--- src/rtl/phase_acc_pipe_if.sv ---
// phase_acc_pipe_if: sample input and aligned result bundle for the phase accumulator
interface phase_acc_pipe_if #(
  parameter int DATA_W = 16
);
  logic in_valid;
  logic clr;
  logic add_sub;
  logic [DATA_W-1:0] D;
  logic out_valid;
  logic [DATA_W-1:0] Q;
  logic wrap;
  modport master (output in_valid, clr, add_sub, D, input out_valid, Q, wrap);
  modport slave (input in_valid, clr, add_sub, D, output out_valid, Q, wrap);
endinterface

--- src/rtl/phase_acc_pipe.sv ---
// phase_acc_pipe: slice-pipelined add/sub phase accumulator with clear and aligned wrap output
module phase_acc_pipe #(
  parameter int DATA_W = 16,
  parameter int SLICE_W = 4
) (
  input logic clk,
  input logic rst,
  phase_acc_pipe_if.slave io
);
  localparam int NSLICE = (DATA_W + SLICE_W - 1) / SLICE_W;
  localparam int PW = NSLICE * SLICE_W;
  localparam int TW = DATA_W - (NSLICE - 1) * SLICE_W;
  localparam logic [PW:0] TOP = (PW + 1)'(1) << DATA_W;
  localparam logic [PW-1:0] MASK = PW'(TOP - (PW + 1)'(1));
  logic [NSLICE-1:0] v_q, clr_q, sub_q, c_q, co;
  logic [NSLICE-1:0][PW-1:0] d_q, r_q, r_d;
  logic [NSLICE-1:0][SLICE_W:0] res;
  logic [PW-1:0] acc_q, acc_d;
  logic out_valid_q, wrap_q;
  logic [DATA_W-1:0] q_q;
  always_comb begin
    acc_d = acc_q;
    for (int k = 0; k < NSLICE; k++) begin
      res[k] = sub_q[k]
        ? {1'b0, acc_q[k*SLICE_W +: SLICE_W] & {SLICE_W{~clr_q[k]}}} - {1'b0, d_q[k][k*SLICE_W +: SLICE_W]} - (SLICE_W + 1)'(c_q[k])
        : {1'b0, acc_q[k*SLICE_W +: SLICE_W] & {SLICE_W{~clr_q[k]}}} + {1'b0, d_q[k][k*SLICE_W +: SLICE_W]} + (SLICE_W + 1)'(c_q[k]);
      co[k] = res[k][(k == NSLICE - 1) ? TW : SLICE_W];
      r_d[k] = r_q[k];
      r_d[k][k*SLICE_W +: SLICE_W] = res[k][SLICE_W-1:0];
      acc_d[k*SLICE_W +: SLICE_W] = v_q[k] ? res[k][SLICE_W-1:0] : acc_q[k*SLICE_W +: SLICE_W];
    end
    acc_d = acc_d & MASK;
  end
  always_ff @(posedge clk) begin
    if (rst) begin
      v_q <= '0;
      clr_q <= '0;
      sub_q <= '0;
      c_q <= '0;
      d_q <= '0;
      r_q <= '0;
      acc_q <= '0;
      out_valid_q <= 1'b0;
      q_q <= '0;
      wrap_q <= 1'b0;
    end else begin
      v_q[0] <= io.in_valid;
      clr_q[0] <= io.clr;
      sub_q[0] <= io.add_sub;
      c_q[0] <= 1'b0;
      d_q[0] <= PW'(io.D);
      r_q[0] <= '0;
      for (int k = 1; k < NSLICE; k++) begin
        v_q[k] <= v_q[k-1];
        clr_q[k] <= clr_q[k-1];
        sub_q[k] <= sub_q[k-1];
        c_q[k] <= co[k-1];
        d_q[k] <= d_q[k-1];
        r_q[k] <= r_d[k-1];
      end
      acc_q <= acc_d;
      out_valid_q <= v_q[NSLICE-1];
      q_q <= v_q[NSLICE-1] ? DATA_W'(r_d[NSLICE-1]) : q_q;
      wrap_q <= v_q[NSLICE-1] ? co[NSLICE-1] : wrap_q;
    end
  end
  assign io.out_valid = out_valid_q;
  assign io.Q = q_q;
  assign io.wrap = wrap_q;
endmodule

--- src/flat_wrapper.sv ---
// flat-port wrapper written by rule: the top's interface ports become plain ports
module phase_acc_pipe_flat 
#(
  parameter int DATA_W = 16,
  parameter int SLICE_W = 4
)
  (clk, rst, io_in_valid, io_clr, io_add_sub, io_D, io_out_valid, io_Q, io_wrap);
  phase_acc_pipe_if #(.DATA_W(DATA_W)) io_i ();
  input logic clk;
  input logic rst;
  input wire logic [$bits(io_i.in_valid)-1:0] io_in_valid;
  input wire logic [$bits(io_i.clr)-1:0] io_clr;
  input wire logic [$bits(io_i.add_sub)-1:0] io_add_sub;
  input wire logic [$bits(io_i.D)-1:0] io_D;
  output wire logic [$bits(io_i.out_valid)-1:0] io_out_valid;
  output wire logic [$bits(io_i.Q)-1:0] io_Q;
  output wire logic [$bits(io_i.wrap)-1:0] io_wrap;
  assign io_i.in_valid = io_in_valid;
  assign io_i.clr = io_clr;
  assign io_i.add_sub = io_add_sub;
  assign io_i.D = io_D;
  assign io_out_valid = io_i.out_valid;
  assign io_Q = io_i.Q;
  assign io_wrap = io_i.wrap;
  phase_acc_pipe #(.DATA_W(DATA_W), .SLICE_W(SLICE_W)) u_core (.clk(clk), .rst(rst), .io(io_i));
endmodule
--- config.mk ---
export PLATFORM = sky130hd
export DESIGN_NAME = phase_acc_pipe_flat
export DESIGN_NICKNAME = d
export VERILOG_FILES = /design/src/rtl/phase_acc_pipe_if.sv /design/src/rtl/phase_acc_pipe.sv /design/src/flat_wrapper.sv
export SDC_FILE = /design/constraint.sdc
export NUM_CORES = 1
export LEC_CHECK = 0
export ABC_AREA = 1
export CORE_MARGIN = 4
export CORE_UTILIZATION = 35
export CTS_CLUSTER_DIAMETER = 120
export DETAILED_ROUTE_END_ITERATION = 8
export SLEW_MARGIN = 30
export SYNTH_ARGS = -nofsm -noshare
export SYNTH_HDL_FRONTEND = slang
export SYNTH_SLANG_ARGS = --single-unit
--- constraint.sdc ---
create_clock -name clk -period 2.2 [get_ports clk]
set_input_delay 0.66 -clock clk [delete_from_list [all_inputs] [get_ports clk]]
set_output_delay 0.66 -clock clk [all_outputs]
set_load 0.05 [all_outputs]
== After elaboration in Yosys (flattened, before gate mapping) ==
Cells that the tools add are included.

* Logic and storage cells: 47
* Bits in registers: 138

* $add $sub $neg: 16
* Mux-type cells: 4
* Bitwise gates (word level): 8

{| class="wikitable"
|+ Operators by type and width
! operator !! number
|-
| 4-bit by 4-bit adder with 5-bit output || 4
|-
| 5-bit by 1-bit adder with 5-bit output || 4
|-
| 5-bit 2-to-1 mux || 4
|-
| 4-bit by 4-bit subtractor with 5-bit output || 4
|-
| 5-bit by 1-bit subtractor with 5-bit output || 4
|-
| 4-bit AND || 4
|-
| 1-bit NOT || 4
|}

== Longest topological paths before layout ==
* Depth after elaboration: 5
* Gate-level depth with buffers: 12
* Depth with buffers taken out: 12

== Worst setup path after synthesis ==
OpenSTA, ideal clock, no wires.

* Path kind: register to register
* Start: register u_core.clr_q[3]
* End: register u_core.q_q[14], in the netlist u_core.io.Q[14]
* Stages on the path, launching flop included: 10
* Required time: 2.085 ns
* Arrival: 1.760 ns
* Slack: 0.324 ns
* Cell sequence: dfxtp_1 -> inv_1 -> nand2_1 -> fa_1 -> fa_1 -> nand2_1 -> o21ai_0 -> xor2_1 -> o21ai_0 -> inv_1

* Longest elaborated chain between the ends: 5

{| class="wikitable"
|+ RTL lines
! what !! line !! text
|-
| from (decl) || phase_acc_pipe.sv:15 || <nowiki>logic [NSLICE-1:0] v_q, clr_q, sub_q, c_q, co;</nowiki>
|-
| from (signal, indexed assignment) || phase_acc_pipe.sv:55 || <nowiki>clr_q[k] <= clr_q[k-1];</nowiki>
|-
| 1-bit NOT * || phase_acc_pipe.sv:25, phase_acc_pipe.sv:26 ||
|-
| 4-bit AND * || phase_acc_pipe.sv:25, phase_acc_pipe.sv:26 ||
|-
| 4-bit by 4-bit adder with 5-bit output / 4-bit by 4-bit subtractor with 5-bit output (equally long branches) || phase_acc_pipe.sv:26, phase_acc_pipe.sv:25 ||
|-
| 5-bit by 1-bit adder with 5-bit output / 5-bit by 1-bit subtractor with 5-bit output (equally long branches) || phase_acc_pipe.sv:26, phase_acc_pipe.sv:25 ||
|-
| 5-bit 2-to-1 mux * || phase_acc_pipe.sv:25 || <nowiki>? {1'b0, acc_q[k*SLICE_W +: SLICE_W] & {SLICE_W{~clr_q[k]}}} - {1'b0, d_q[k][k*SLICE_W +: SLICE_W]} - (SLICE_W ...</nowiki>
|-
| to (signal assigned) || phase_acc_pipe.sv:63 || <nowiki>q_q <= v_q[NSLICE-1] ? DATA_W'(r_d[NSLICE-1]) : q_q;</nowiki>
|-
| to (decl) || phase_acc_pipe.sv:20 || <nowiki>logic [DATA_W-1:0] q_q;</nowiki>
|}

Every way passes the cells marked *; elsewhere a longest branch is shown, timed or not.
A chain may end at the register's enable or synchronous reset.

== Final worst setup path ==
* Start: register u_core.q_q[10], in the netlist u_core.io.Q[10]
* End: output io_Q[10]

{| class="wikitable"
|+ RTL lines
! what !! line !! text
|-
| to (decl) || flat_wrapper.sv:16 || <nowiki>output wire logic [$bits(io_i.Q)-1:0] io_Q;</nowiki>
|}

No word-level cell between the ends.

==> results.sh <==
export IMPL_setup_ws_ns=0.0494
export IMPL_status="complete, no violations"
export IMPL_clk_pin_slew_ns=0.08
export IMPL_cpMaxStageDelayCell="clkdlybuf4s50_1"
export IMPL_cellLeakagePower_nw=2.78
export IMPL_cts_tree="built"
export IMPL_vdd_drop_max_mv=0.406
export IMPL_min_period_ns=2.15
export IMPL_drtIter0Drc=183
export IMPL_viasPerCell=4.22
export IMPL_dp_slack_ns=0.191
export IMPL_max_slew_margin=0.636
export IMPL_cts_max_level=3
export IMPL_gr_total_overflow=0
export IMPL_ys_ff_latch=109
export IMPL_vias=3413
export IMPL_cp_start_kind="flop"
export IMPL_setup_tns_ns=0
export IMPL_pin_count=39
export IMPL_maxSlewViolCount=0
export IMPL_min_path_type="reg -> reg"
export IMPL_gp_congestion=0.833
export IMPL_hpwlAfterDp_um=6270
export IMPL_drc=0
export IMPL_cp_arrival_ns=1.49
export IMPL_worst_r2r_path_depth=7
export IMPL_chipWidth_um=124
export IMPL_synth_area_leaders="dfxtp_1, inv_1, nor2_1, ha_1, fa_1"
export IMPL_clock_path_buffers=2
export IMPL_multi_input_area_um2=1930
export IMPL_synth_edf_count=0
export IMPL_fill_cells=1368
export IMPL_antenna_cells=0
export IMPL_synth_cell_types=23
export IMPL_track_usage=0.118
export IMPL_ctsHoldBuffers=0
export IMPL_rsz0062_at_grt="no"
export IMPL_tightest_slew_ns=0.545
export IMPL_numCtsBuffers=9
export IMPL_hold_viol_final=0
export IMPL_setup_viol_count_final=0
export IMPL_holdPathStages=2
export IMPL_drtAntennaViolNets=0
export IMPL_nNetsFinal=692
export IMPL_synth_area_um2=4720
export IMPL_postCtsSetupBuffers=0
export IMPL_place_inst=792
export IMPL_postSynthCellCount=594
export IMPL_cts_root_buf="clkbuf_16"
export IMPL_drt_first_pass_iters=6
export IMPL_drv_cap=0
export IMPL_met2_length_um=3800
export IMPL_worstSetupPathType="reg -> out"
export IMPL_grt_first_pass_wirelength_um=14700
export IMPL_wirelength_met1_um=4140
export IMPL_drive_gt1_frac=0.0601
export IMPL_placed_area_um2=5240
export IMPL_seq_area_frac_synth=0.462
export IMPL_layoutNonFillerInstCount=808
export IMPL_end_kind="output pin"
export IMPL_die_area_um2=15400
export IMPL_antenna_found_initial=0
export IMPL_synth_top_area_cell="dfxtp_1"
export IMPL_async_flop_share=0
export IMPL_cp_depth=1
export IMPL_fin_skew_ns=0.00976
export IMPL_period_share=0.978
export IMPL_wirelength_um=8380
export IMPL_path_buf_inv=1
export IMPL_clk_latency_ns=0.34
export IMPL_syn_area_per_cell_um2=7.95
export IMPL_grt_pass1_vias=3331
export IMPL_syn_num_nets=659
export IMPL_chipHeight_um=124
export IMPL_max_freq_mhz=465
export IMPL_synth_flop_cell="dfxtp_1"
export IMPL_synth_most_common_cell="inv_1"
export IMPL_cts_sinks=109
export IMPL_syn2layout_area_growth_pct=18.2
export IMPL_yosysWarnings=0
export IMPL_start_util=0.357
export IMPL_io_buffer_count=38
export IMPL_wl_met3_um=307
export IMPL_synth_common_cells="inv_1, nor2_1, dfxtp_1"
export IMPL_core_area_um2=13200
export IMPL_seqCellArea_um2=2180
export IMPL_grt_max_degree=49
export IMPL_crit_fanout=2
export IMPL_worstPathRequired_ns=1.54
export IMPL_rows=42
export IMPL_cp_top_family="buffers and inverters"
export IMPL_p_per_area_nw_per_um2=754
export IMPL_yosys_area_top_type_share=0.462
export IMPL_fin_area_um2=5580
export IMPL_route_top_layer_used="met4"
export IMPL_cp_cell_sequence="clkdlybuf4s50_1"
export IMPL_slowest_delay_ns=0.80
export IMPL_wire_per_inst_um=10.4
[cell type report]
| cell class | instances | area share |
|---|---|---|
| flip-flops and latches | 109 | 0.391 |
| multi-input cells | 332 | 0.346 |
| well taps | 176 | 0.0394 |
| repair buffers | 41 | 0.0755 |
| clock buffers | 10 | 0.0428 |
| inverters | 134 | 0.0901 |
| clock inverters | 6 | 0.0155 |
[per-stage QoR]
step           utilization  hold slack [ns]  total power, mW
4_1_cts              0.420            0.393             4.29
5_1_grt              0.422            0.412             4.42
3_5_place_dp         0.396            0.394             2.55
2_1_floorplan            -            0.388             2.43
3_3_place_gp         0.396            0.388             2.54
6_report             0.422            0.393             4.21
[where the power goes]
group | internal, mW | switching [mW] | total [mW] | leakage [nW]
combinational | 0.162 | 0.237 | 0.400 | 1.73
sequential | 2.06 | 0.0435 | 2.10 | 0.892
clock | 0.946 | 0.764 | 1.71 | 0.160
total | 3.16 | 1.05 | 4.21 | 2.78
[timing repair]
item / CTS / global route
gates resized for setup: 1 / 7
setup endpoints to repair: 1 / 7
pin swaps: 0 / 0
[flip-flops by register name, summed over array words and instances (netlist names), 3 cells and up]
register / cells
u_core.acc_q: 12
u_core.c_q: 3
u_core.clr_q: 4
u_core.d_q: 40
u_core.io.Q: 16
u_core.r_d: 24
u_core.sub_q: 4
u_core.v_q: 4
[per-layer routing]
layer  up-vias  global-route usage
li1       1824                   -
met3         9              0.0277
met2        50               0.198
met1      1530               0.151
met5         -                   0
met4         0              0.0390
[cell families after synthesis]
logic type,synth area share
DFF,0.462
and+or+nand+nor,0.192
adders and majority gates,0.139
buffers and inverters,0.129
xor gates and xnor gates,0.00742
AOI/OAI and AO/OA,0.0713
[final timing paths]
| path | startpoint | endpoint | slack, ns |
|---|---|---|---|
| min reg2reg | u_core.d_q[27]$_SDFF_PP0_ | u_core.d_q[43]$_SDFF_PP0_ | 0.39 |
| max | u_core.io.Q[10]$_SDFFE_PP0P_ | io_Q[10] | 0.05 |
| max reg2reg | u_core.clr_q[1]$_SDFF_PP0_ | u_core.acc_q[6]$_SDFFE_PP0P_ | 0.16 |
| min | u_core.d_q[27]$_SDFF_PP0_ | u_core.d_q[43]$_SDFF_PP0_ | 0.39 |
[cell usage in the layout (no fill, tap or decap), types with 2 or more instances in the layout]
cell type / netlist / layout
clkdlybuf4s50_1: 0 / 27
dlymetal6s2s_1: 0 / 7
and2_1: 2 / 2
dfxtp_1: 109 / 109
nor2_1: 116 / 116
nand3_2: 3 / 3
a21oi_1: 26 / 26
nand3_1: 21 / 21
nand2_1: 72 / 72
a21oi_2: 2 / 2
inv_1: 127 / 127
clkbuf_16: 0 / 9
o21ai_0: 29 / 29
buf_4: 5 / 4
fa_1: 14 / 14
o21ai_1: 7 / 7
nor2_4: 2 / 2
inv_8: 0 / 2
inv_2: 7 / 7
xor2_1: 4 / 4
ha_1: 30 / 30
Power figures use the tool's default switching activity.
